**config.mk**
```make
export PLATFORM = sky130hd
export DESIGN_NAME = arbiter_4_way_16
export DESIGN_NICKNAME = d
export VERILOG_FILES = /design/src/rtl/arbiter_4_way_16.sv
export SDC_FILE = /design/constraint.sdc
export NUM_CORES = 1
export LEC_CHECK = 0
export ABC_AREA = 1
export BUFFER_PORTS_ARGS = -buffer_cell sky130_fd_sc_hd__buf_4
export CAP_MARGIN = 20
export CORE_AREA = 2 2 81 52
export DETAILED_ROUTE_END_ITERATION = 8
export DIE_AREA = 0 0 83 54
export HOLD_SLACK_MARGIN = 0.03
export PLACE_DENSITY_LB_ADDON = 0.1
export SYNTH_ARGS = -nofsm -noshare
export SYNTH_HDL_FRONTEND = slang
export SYNTH_SLANG_ARGS = --single-unit
```
**constraint.sdc**
```tcl
create_clock -name clk -period 3.2 [get_ports clk]
set_input_delay 0.64 -clock clk [delete_from_list [all_inputs] [get_ports clk]]
set_output_delay 0.64 -clock clk [all_outputs]
set_load 0.02 [all_outputs]
```
**src/rtl/arbiter_4_way_16.sv**
```systemverilog
`default_nettype none
// ============================================================================
// Module   : arbiter_4_way_16
// Purpose  : Four-channel round-robin arbiter with a registered, ready/valid
//            output stage. One word per cycle is taken from the highest
//            priority requesting channel, where priority rotates so that the
//            channel after the most recently granted one is searched first.
//
// Ports    : clk        in   1      rising-edge clock
//            reset_n    in   1      asynchronous active-low reset
//            a,b,c,d    in   WIDTH  channel 0..3 data
//            in_valid   in   4      per-channel request (bit i = channel i)
//            in_ready   out  4      per-channel accept strobe (combinational)
//            out        out  WIDTH  registered data of the granted channel
//            select     out  2      registered index of the channel in out
//            out_valid  out  1      out/select hold an undelivered word
//            out_ready  in   1      consumer accepts out this cycle
//
// Revision : 1.0  initial release
// ============================================================================
module arbiter_4_way_16 #(
    parameter int WIDTH = 16
) (
    input  logic             clk,
    input  logic             reset_n,
    input  logic [WIDTH-1:0] a,
    input  logic [WIDTH-1:0] b,
    input  logic [WIDTH-1:0] c,
    input  logic [WIDTH-1:0] d,
    input  logic [3:0]       in_valid,
    output logic [3:0]       in_ready,
    output logic [WIDTH-1:0] out,
    output logic [1:0]       select,
    output logic             out_valid,
    input  logic             out_ready
);

    localparam logic [1:0] C_LAST_RESET = 2'd3;

    // Reset synchronizer: assertion reaches the state flops immediately,
    // release is retimed to clk so every flop leaves reset on the same edge.
    logic [1:0] r_rst_sync;
    logic       w_rst_n;

    always_ff @(posedge clk or negedge reset_n) begin
        if (!reset_n) begin
            r_rst_sync <= 2'b00;
        end else begin
            r_rst_sync <= {r_rst_sync[0], 1'b1};
        end
    end

    assign w_rst_n = r_rst_sync[1];

    // Pointer to the most recently granted channel. Resets to 3 so that
    // channel 0 is first in the search order.
    logic [1:0] r_last;

    logic             w_load;
    logic             w_any;
    logic             w_take;
    logic [1:0]       w_grant;
    logic [WIDTH-1:0] w_grant_data;

    assign w_load = !out_valid || out_ready;
    assign w_any  = |in_valid;
    // in_ready is only ever raised on a requesting channel, so a raised
    // strobe always completes an input transfer.
    assign w_take = w_load && w_any && w_rst_n;

    // Search order last+1, last+2, last+3, last. Iterating from the lowest
    // priority slot upward lets the highest priority match overwrite.
    always_comb begin
        w_grant = r_last;
        for (int k = 4; k >= 1; k--) begin
            if (in_valid[r_last + 2'(k)]) begin
                w_grant = r_last + 2'(k);
            end
        end
    end

    always_comb begin
        w_grant_data = a;
        case (w_grant)
            2'd0:    w_grant_data = a;
            2'd1:    w_grant_data = b;
            2'd2:    w_grant_data = c;
            default: w_grant_data = d;
        endcase
    end

    // One-hot accept strobe on the granted channel only.
    always_comb begin
        in_ready = 4'b0000;
        if (w_take) begin
            in_ready[w_grant] = 1'b1;
        end
    end

    // Output stage: a new word replaces the held one whenever the register
    // is empty or being drained this cycle, giving full throughput.
    always_ff @(posedge clk or negedge w_rst_n) begin
        if (!w_rst_n) begin
            out       <= '0;
            select    <= 2'd0;
            out_valid <= 1'b0;
            r_last    <= C_LAST_RESET;
        end else if (w_take) begin
            out       <= w_grant_data;
            select    <= w_grant;
            out_valid <= 1'b1;
            r_last    <= w_grant;
        end else if (out_valid && out_ready) begin
            out_valid <= 1'b0;
        end
    end

endmodule
`default_nettype wire

```
Word level (Yosys, flattened, before mapping)
Cells that the tools add are included. W data, S select, Z words.

Bits in registers: 23. Output and inout bits: 23. Input port bits: 71. Logic and storage cells: 39.

Add/subtract/negate cells: 3. Multiplexer cells: 15. Equality and inequality tests: 2. Order comparisons: 5. Reductions and logical operators: 9.

Operators with widths (number): $pmux W16 S3 (1); $lt A2 B3 Y1 const B (4); $bmux W1 S2 (3); $mux W1 (6); $mux W2 (3); $add A2 B2 Y2 const B (2); $logic_and A1 B1 Y1 (4); $mux W4 (1); $reduce_or A4 Y1 (1); $add A2 B1 Y2 const B (1); $demux W1 S2 (1); $eq A2 B1 Y1 const B (1); $eq A2 B2 Y1 const B (1); $ge A2 B1 Y1 const B (1); $logic_not A2 Y1 (1); $reduce_bool A2 Y1 (1); $logic_not A1 Y1 (1); $logic_or A1 B1 Y1 (1).

Longest topological paths before layout
Depth in word-level cells: 11. Gate-level depth with buffers: 17.

Worst setup path before layout
No wires, ideal clock.

Path type: input-to-output. From: in in_valid[3]. To: out in_ready[0]. Buffers on the path: 1. Stages on the path: 8. Slack: 0.726 ns. Required time: 2.560 ns. Data arrival time: 1.834 ns. Cell sequence: inv_1 > o21ai_1 > a21oi_1 > nand2_1 > nand2_2 > buf_4 > inv_2 > nor3_1.

Word-level cells in the longest chain between the ends: 10. Elaborated cells on any way between the ends: 18. Classes of those cells: order compare (2); mux (12); reduce/logical (4).

Ends and longest elaborated chain: start: declaration (RTL line 30) `input logic [3:0] in_valid,`; $bmux W1 S2 (RTL line 76) `if (in_valid[r_last + 2'(k)]) begin`; $mux W1 (implied by the code) (RTL line 76); $mux W2 (3 in series) (RTL line 76); $lt A2 B3 Y1 (implied by the code) / $ge A2 B1 Y1 (equally long branches) (RTL line 96) `in_ready[w_grant] = 1'b1;`; $logic_and A1 B1 Y1 (implied by the code) (RTL line 96); $mux W1 (implied by the code) (RTL line 96); $demux W1 S2 (RTL line 96); $mux W4 * (RTL line 95) `if (w_take) begin`; end: declaration (RTL line 31) `output logic [3:0] in_ready,`.

Every way passes the cells marked *; elsewhere a longest branch is shown, timed or not. The select of a mux whose other input is x is not followed.

Worst setup path in the final report
From: reg r_last[0]. To: out in_ready[1].

Word-level cells in the longest chain between the ends: 11. Elaborated cells on any way between the ends: 18. Classes of those cells: add/sub (3); order compare (2); mux (12); reduce/logical (1).

Ends and longest elaborated chain: start: declaration (RTL line 57) `logic [1:0] r_last;`; start signal: assignment (RTL line 112) `r_last <= w_grant;`; $add A2 B2 Y2 (RTL line 76, 77); $bmux W1 S2 (RTL line 76); $mux W1 (implied by the code) (RTL line 76); $mux W2 (2 in series) (RTL line 76); $mux W2 * (RTL line 76); $lt A2 B3 Y1 (implied by the code) / $ge A2 B1 Y1 (equally long branches) (RTL line 96); $logic_and A1 B1 Y1 (implied by the code) (RTL line 96); $mux W1 (implied by the code) (RTL line 96); $demux W1 S2 * (RTL line 96); $mux W4 * (RTL line 95).

Marks and branches as above.

==> summary by stage <==
Critical path
The worst setup path is captured at an output port. The kind of cell with the highest combined delay along the critical path is simple AND/OR/NAND/NOR gates. The worst-path cell with the longest stage delay is sky130_fd_sc_hd__dfstp_2.

Counting stages on the worst path, the most repeated cell is sky130_fd_sc_hd__nand2_1. The startpoint of the worst-slack reg-to-reg timing path is r_last[0]. The critical path is of the reg -> out type. For the worst setup path, the data required time is 2560 ps. The instance count on the critical path is 11. The element type at the critical path start is a flip-flop. The startpoint of the worst setup timing path is r_last[0]. Of all nets on the critical path, the largest fanout is 12. Traced cell by cell, the critical path runs through nand2_1, o21ai_1, nand2_1, nand2_1, inv_2, nand2_2, nand2_1, nand2_1, nand2_1, nor2_1, buf_4. The cell count of the worst reg-to-reg path is 14. STA puts the critical path data arrival time at 2220 ps. In this design, the stage delay of the slowest critical-path cell is 670 ps. For flop-to-flop paths, the worst setup slack is 900 ps. The total buffers and inverters traversed by the critical path is 2. The end of the worst register-to-register path is out[14].

Detailed routing
Dividing the detail-routed wire length by the instance count gives 11.9 um. The final routed DRC violation total is 0. The total number of vias is 1991. For this block, the initial DRC count from the detailed router was 98. In the routed layout, each cell is associated on average with a via count of 4.75. The remaining antenna violation count is 0.

The number of detailed-route iterations in the first pass is 4. The final wirelength is 5.00 mm.

GRT
The first global-routing pass estimated 8.09 mm of wire. The overall track demand over capacity in global routing is 0.228. The via count of the first global-routing pass was 1770. The number of antenna violations at the first check in global routing is 0. For this run the aggregate overflow at the end of global routing stands at 0.

The largest net degree at the start of global routing is 39.

Logic synthesis
The synthesized instance count is 281. The dominant combinational cell family by area after synthesis is simple AND/OR/NAND/NOR gates. The share of synthesized area in the top cell type comes to 0.295. The commonest register cell after synthesis is sky130_fd_sc_hd__dfrtp_1.

In the post-synthesis netlist, the biggest area contributors are sky130_fd_sc_hd__dfrtp_1 30%, sky130_fd_sc_hd__nand2_1 23%, sky130_fd_sc_hd__nand3_1 13%. The synthesized area divided by synthesized cell count is 6.33 sq um. Yosys instantiated no cell more often than sky130_fd_sc_hd__nand2_1.

The synthesized design contains 23 register bits. After synthesis, the share of cell area in mux cells is 0. The compound-gate portion of the synthesized area is 0.0703. Of the total synthesized cell area, the portion taken by XOR and XNOR cells is 0. The Yosys step of the flow raised 0 warnings. The commonest cells after synthesis are 107 x sky130_fd_sc_hd__nand2_1, 47 x sky130_fd_sc_hd__nand3_1, 40 x sky130_fd_sc_hd__inv_1.

The total nets after synthesis is 352. In this run, synthesis inferred 0 flip-flops with an integrated enable. The async set-or-reset flop fraction in the synthesized netlist is 1.00.

The number of different library cells used by synthesis comes to 25. The cell type with the largest total area after synthesis is sky130_fd_sc_hd__dfrtp_1. The cell area after synthesis is 1780 sq um.

The sequential fraction of the synthesis area is 0.325. The simple-gate portion of the synthesized area is 0.455. Of the total synthesized cell area, the portion taken by full adders, half adders and majority gates is 0.

CTS
The number of buffers created by CTS is 3. The cell sitting at the root of the clock tree is a sky130_fd_sc_hd__clkbuf_8. The clock passes through at most 2 buffers. The post-CTS setup repair buffer count is 0. The number of clock sinks is 23. The clock-pin slew reported for the worst setup and hold paths after clock tree synthesis is 90 ps. The number of gates resized after CTS was 0. The total of hold buffers inserted after clock tree synthesis is 0. The source-to-sink clock delay at the later pin of the worst-skew pair is 260 ps. In this run the number of H-tree levels came out at 1.

TritonCTS built the clock tree.

Floorplanning
94 I/O pins were placed. The vertical die dimension is 54 um. After floorplanning, the core was sized to cover 3850 sq um.

For this configuration, the core starts out at a cell density of 0.462. The area enclosed by the die boundary is 4480 sq um. In this run the horizontal extent of the chip is 83 um. The number of placement rows is 18.

Power and ir drop
The power density relative to cell area is 1060 nW/um^2. The leakage power figure is 1.53 nW. The largest voltage drop on the vdd net is 0.000893 V.

Placed design
Once detailed placement completed, the half-perimeter wirelength came to 3.83 mm. The final estimated routing congestion in global placement is 0.901. The count of input and output buffers is 93.

Timing
In the final timing run, aggregate negative setup slack is 0 ps. The final number of hold-violating endpoints was 0. The share of the clock period used by the worst path is 0.895. Hold timing on the final database bottoms out at a slack of 136 ps. Setup violations remaining at the end of the flow were counted as 0. Counting I/O delays and the setup requirement, the final critical path takes 2860 ps. The number of max-slew violations in the final report was 0. The maximum clock skew at final layout is 4.48 ps. Setup repair after global routing left no endpoint under its margin. Derived from the worst setup path, the maximum achievable clock frequency is 349 MHz.

Final layout
In the final layout, the share of cells above drive strength 1 is 0.344. The area added between synthesis and finish is 42.1%. The number of antenna diodes in the final layout is 0. For this run, the post-layout net count is 441.

Job
The tool flagged a number of max-cap violations equal to 0.

Outcome
The flow ran to the end, and the final reports show no timing, DRC or antenna violations.

Min path
The tightest min-delay check is of the in -> async type.
## worst max path at each step
stage	end	slack (ps)
after global routing	in_ready[1]	170
after global placement	in_ready[1]	630
after floorplan	in_ready[0]	730
after detailed placement	in_ready[1]	520
final	in_ready[1]	340
after CTS	in_ready[1]	340
## registers in the layout, indices dropped and copies added, names as in the netlist
register,flops
out,16
r_last,2
select,2
r_rst_sync,2
out_valid,1
## layout make-up
cell class / instances / area (sq um)
clock buffer: 3 / 41.3
tap: 50 / 62.6
timing repair buffer: 98 / 736
fill: 386 / 1320
sequential: 23 / 578
inverter: 44 / 168
multi-input combinational: 200 / 938
clock inverter: 1 / 5.00
## stage by stage
stage	total power [mW]	cell area, sq um	setup WS, ps	instances	util
floorplan	2.08	1780	726	281	-
global placement	2.48	2480	627	415	0.645
detailed placement	2.52	2480	519	415	0.645
CTS	2.71	2530	340	419	0.657
global route	2.96	2530	172	419	0.657
finish	2.69	2530	336	419	0.657
## where the power goes
| group | internal, mW | switching [mW] | leakage (nW) |
|---|---|---|---|
| clock | 0.0869 | 0.0957 | 0.0255 |
| combinational | 0.723 | 1.27 | 1.23 |
| sequential | 0.424 | 0.0894 | 0.281 |
## placed cells by master (no fill, tap or decap)
cell type                    n
sky130_fd_sc_hd__nand2_1   107
sky130_fd_sc_hd__a21oi_1     1
sky130_fd_sc_hd__nor2_1      4
sky130_fd_sc_hd__nand3_1    47
sky130_fd_sc_hd__nand2_4     1
sky130_fd_sc_hd__dfstp_2     2
sky130_fd_sc_hd__nor2_4      1
sky130_fd_sc_hd__o21ai_1     3
sky130_fd_sc_hd__o21bai_1   10
sky130_fd_sc_hd__nor2_8      1
sky130_fd_sc_hd__conb_1      1
sky130_fd_sc_hd__nand3_2     1
sky130_fd_sc_hd__inv_1      40
sky130_fd_sc_hd__inv_2       3
sky130_fd_sc_hd__buf_4      98
sky130_fd_sc_hd__nand2_2    15
sky130_fd_sc_hd__dfrtp_1    21
sky130_fd_sc_hd__clkbuf_8    3
sky130_fd_sc_hd__inv_4       1
sky130_fd_sc_hd__o21ai_0     6
sky130_fd_sc_hd__nand4_1     1
sky130_fd_sc_hd__nor3_1      1
sky130_fd_sc_hd__clkinv_2    1
## cell families (layout without fill, tap and decap cells)
| family | count (synthesis) | after routing |
|---|---|---|
| other | 1 | 1 |
| AO/OA/AOI/OAI | 20 | 20 |
| buffers and inverters | 58 | 146 |
| AND/OR/NAND/NOR | 179 | 179 |
| flip-flops | 23 | 23 |
## per-layer routing
metal | GRT usage | vias up | routed length [um]
met5 | 0 | - | 0
met4 | 0.0355 | 0 | 10
met3 | 0.0521 | 2 | 357
met2 | 0.410 | 83 | 2390
met1 | 0.292 | 868 | 2240
li1 | - | 1038 | -
Power figures use the tool's default switching activity.
